[config.mk]
export PLATFORM = sky130hd
export DESIGN_NAME = button_debouncer
export DESIGN_NICKNAME = d
export VERILOG_FILES = /design/src/rtl/button_debouncer.sv
export SDC_FILE = /design/constraint.sdc
export NUM_CORES = 1
export LEC_CHECK = 0
export ABC_AREA = 1
export CORE_AREA = 2 2 81 52
export DETAILED_ROUTE_END_ITERATION = 6
export DIE_AREA = 0 0 83 54
export PLACE_DENSITY = 0.59
export SETUP_SLACK_MARGIN = 0.2
export SYNTH_ARGS = -nofsm -noshare
export SYNTH_HDL_FRONTEND = slang
export SYNTH_SLANG_ARGS = --single-unit
[constraint.sdc]
create_clock -name clk -period 1.7 [get_ports clk]
set_input_delay 0.17 -clock clk [delete_from_list [all_inputs] [get_ports clk]]
set_output_delay 0.17 -clock clk [all_outputs]
set_load 0.01 [all_outputs]
[src/rtl/button_debouncer.sv]
// Debounces one synchronized push-button level and emits single-cycle press/release strobes.
// Press strobes are qualified by the game-active enable; release strobes are not.
module button_debouncer #(
    parameter int DEBOUNCE_CYCLES = 4,
    parameter int CNT_W           = 20
) (
    input  logic clk,
    input  logic rst,
    input  logic sypush,
    input  logic enable,
    output logic db_level,
    output logic press_pulse,
    output logic release_pulse
);

    typedef enum logic [1:0] {
        IDLE   = 2'd0,
        ARM    = 2'd1,
        HELD   = 2'd2,
        DISARM = 2'd3
    } state_t;

    localparam logic [CNT_W-1:0] CNT_LAST = CNT_W'(DEBOUNCE_CYCLES - 1);
    localparam logic [CNT_W-1:0] CNT_ONE  = CNT_W'(1);

    state_t           state;
    logic [CNT_W-1:0] cnt;

    // The sample that causes a state entry already counts, hence cnt = 1 on ARM/DISARM entry.
    always_ff @(posedge clk) begin
        if (rst) begin
            state         <= IDLE;
            cnt           <= '0;
            db_level      <= 1'b0;
            press_pulse   <= 1'b0;
            release_pulse <= 1'b0;
        end else begin
            press_pulse   <= 1'b0;
            release_pulse <= 1'b0;
            case (state)
                IDLE: begin
                    if (sypush) begin
                        state <= ARM;
                        cnt   <= CNT_ONE;
                    end
                end
                ARM: begin
                    if (!sypush) begin
                        state <= IDLE;
                        cnt   <= '0;
                    end else if (cnt == CNT_LAST) begin
                        state       <= HELD;
                        cnt         <= '0;
                        db_level    <= 1'b1;
                        press_pulse <= enable;
                    end else begin
                        cnt <= cnt + CNT_ONE;
                    end
                end
                HELD: begin
                    if (!sypush) begin
                        state <= DISARM;
                        cnt   <= CNT_ONE;
                    end
                end
                DISARM: begin
                    if (sypush) begin
                        state <= HELD;
                        cnt   <= '0;
                    end else if (cnt == CNT_LAST) begin
                        state         <= IDLE;
                        cnt           <= '0;
                        db_level      <= 1'b0;
                        release_pulse <= 1'b1;
                    end else begin
                        cnt <= cnt + CNT_ONE;
                    end
                end
                default: begin
                    state    <= IDLE;
                    cnt      <= '0;
                    db_level <= 1'b0;
                end
            endcase
        end
    end

endmodule

==> flow_summary.toml <==
[sta]
period_share_pct = 83.11
setup_violations = 0
slew_violations = 0
finClkSkew_ns = 0.001883
finalSetupTns_ns = 0
rsz0062_at_grt = "no"
hold_viol_final = 0
worst_pin_slew_ns = 0.5042
fin_crit_ns = 1.413
whs_ns = 0.4484
fmax_mhz = 707.8
slew_headroom_pct = 66.35

[yosys]
syn_area_sq_um = 1464
synth_cells = 202
seq_area_frac_synth_pct = 34.19
synth_edf_count = 0
ys_top_cells_by_area = "dfxtp_1 (34%), nand2_1 (11%), nor2_1 (6.7%)"
yosys_most_used_dff = "dfxtp_1"
syn_nets = 207
ys_warn_count = 0
synth.largest_area_cell = "dfxtp_1"
synth.distinct_cells = 29
synth.top_cell.area_share_pct = 34.19
synthArstFlopShare_pct = 0
ys_seq_elements = 25
syn_avg_cell_area_sq_um = 7.247

[drt]
drc_errors = 0
drt.antenna.violating_nets = 0
vias_per_cell = 4.787
via_count = 1259
drt-total-wl_um = 3146
wire_per_inst_um = 11.96
drt_pass1_iterations = 4
drtIter0Drc = 78

[critical_path]
crit_chain = "ha_4 > nand2_1 > nor2_4 > nand4_2 > nor2_2 > nand2_1 > nand2_1 > nor2_2"
cpPeakStageDelay_ns = 0.38
path_class = "flip-flop to flip-flop"
crit_required_ns = 1.88
start_kind = "flip-flop"
cp_max_fo = 4
cpMaxStageDelayCell = "dfxtp_4"
cp_common_cell = "nand2_1"
path_delay_family = "simple AND/OR/NAND/NOR gates"
cp.arrival_ns = 1.59
path_buf_inv = 0
endpoint_kind = "flip-flop"

[finish]
final_nets = 219
drive_gt1_share_pct = 22.54
post-route-util_pct = 43.92
areaGrowthSynthToFinish_pct = 15.56
fillers = 389
antenna_cells = 0

[cts]
root_buffer = "clkbuf_8"
clk_pin_slew_worst_paths_ns = 0.09
cts_made_buffers = 3
insertion_delay_ns = 0.27
cts_sinks = 25
tritoncts = "built"
h-tree-depth = 1
clk_path_buf_depth = 2

[power]
cellLeakagePower_nw = 0.6785
ir_drop_mv = 0.3215
power_density_nw_per_um2 = 629.0

[floorplan]
die_area_sq_um = 4482
core_region_area_sq_um = 3851
fp.dieW_um = 83
rows = 18
initial_utilization_pct = 38.01
fp.dieH_um = 54
ios = 7

[run_status]
status = "finished clean"

[global_route]
grt_pass1_vias = 980
grt_max_degree = 15
grt-ovfl-total = 0
antenna_found_initial = 0
grt_usage_pct = 14.25
grt_pass1_wl_um = 4850

[min_path]
hp-class = "input port to flip-flop"

[place]
hpwl_um = 2316
io_buffer_count = 6
gp_congestion = 0.9306

[run]
max_cap_violations = 0
## cell usage in the layout (no fill, tap or decap), drive strengths merged
master	count
nand4	6
nor3	4
dfxtp	25
clkdlybuf4s50	6
clkbuf	4
xor2	7
inv	26
o21ai	4
a211oi	1
o31ai	1
nand3b	1
nand3	18
nor2	40
o21bai	2
xnor2	2
ha	1
buf	2
a21oi	9
nand2	54
## per-layer routing
metal / share of wire, % / vias up / track usage, % / routed length (um)
met5: 0 / - / 0 / 0
met4: 1.1 / 0 / 4.098 / 34
met3: 3.9 / 6 / 4.141 / 124
met2: 38 / 20 / 17.88 / 1196
met1: 57 / 568 / 22.33 / 1790
li1: - / 665 / - / -
## state kept, by name, summed over array words and instances, names as in the netlist, named ones only
name,count
cnt,20
db_level,1
press_pulse,1
release_pulse,1
state,1
## cells by family after synthesis
kind of cell,synth area share (%)
compound gates,6.496
xor+xnor,5.385
fa+ha+maj,0.8546
buf+inv,8.461
flops,34.19
simple gates,44.61
## worst min-delay path: cells and delay by family
kind,cells,cell delay [ns]
buf+inv,1,0.40
simple gates,2,0.12
## worst paths after layout
check	slack, ns	endpoint	startpoint	cells after the start
worst min-delay path	0.45	press_pulse	enable	3
worst min register to register	0.48	cnt[18]	cnt[18]	2
worst max-delay path	0.29	cnt[12]	cnt[0]	8
worst max register to register	0.29	cnt[12]	cnt[0]	8
## cell type report
cell class	instances	area [sq um]	share of cell area (%)
sequential	25	508.0	30.03
multi-input combinational	150	903.4	53.40
clock buffer	4	45.04	2.663
timing repair buffer	8	75.07	4.438
tap	50	62.56	3.698
inverter	26	97.59	5.769
## cell usage after synthesis (2+ instances only)
cell type	n
nand2_4	6
nor2_1	26
a21oi_1	9
nor3_1	3
o21ai_0	4
dfxtp_1	25
nor2_2	12
xnor2_1	2
nand3_1	16
nand2_2	2
xor2_1	7
o21bai_1	2
nand4_1	5
nand2_1	44
inv_2	4
inv_1	22
## power by group
part           internal (mW)  switching (mW)
clock                  0.168           0.198
combinational         0.0342          0.0648
sequential             0.590         0.00888
## per-stage QoR
| step | setup slack (ns) | power [mW] | cell area, sq um | std cells |
|---|---|---|---|---|
| floorplan | 0.3449 | 0.6775 | 1464 | 202 |
| CTS | 0.2108 | 1.067 | 1643 | 262 |
| detailed placement | 0.01982 | 0.6962 | 1575 | 258 |
| global placement | 0.04883 | 0.6963 | 1575 | 258 |
| global route | 0.1986 | 1.110 | 1692 | 263 |
| finish | 0.2871 | 1.064 | 1692 | 263 |
## repair_timing
action,in CTS,in global routing
gates cloned,0,1
endpoints found under the setup margin,15,21
hold buffers,0,0
pin swaps,2,2
setup buffers,0,0
resized for setup,6,10
Power figures use the tool's default switching activity.
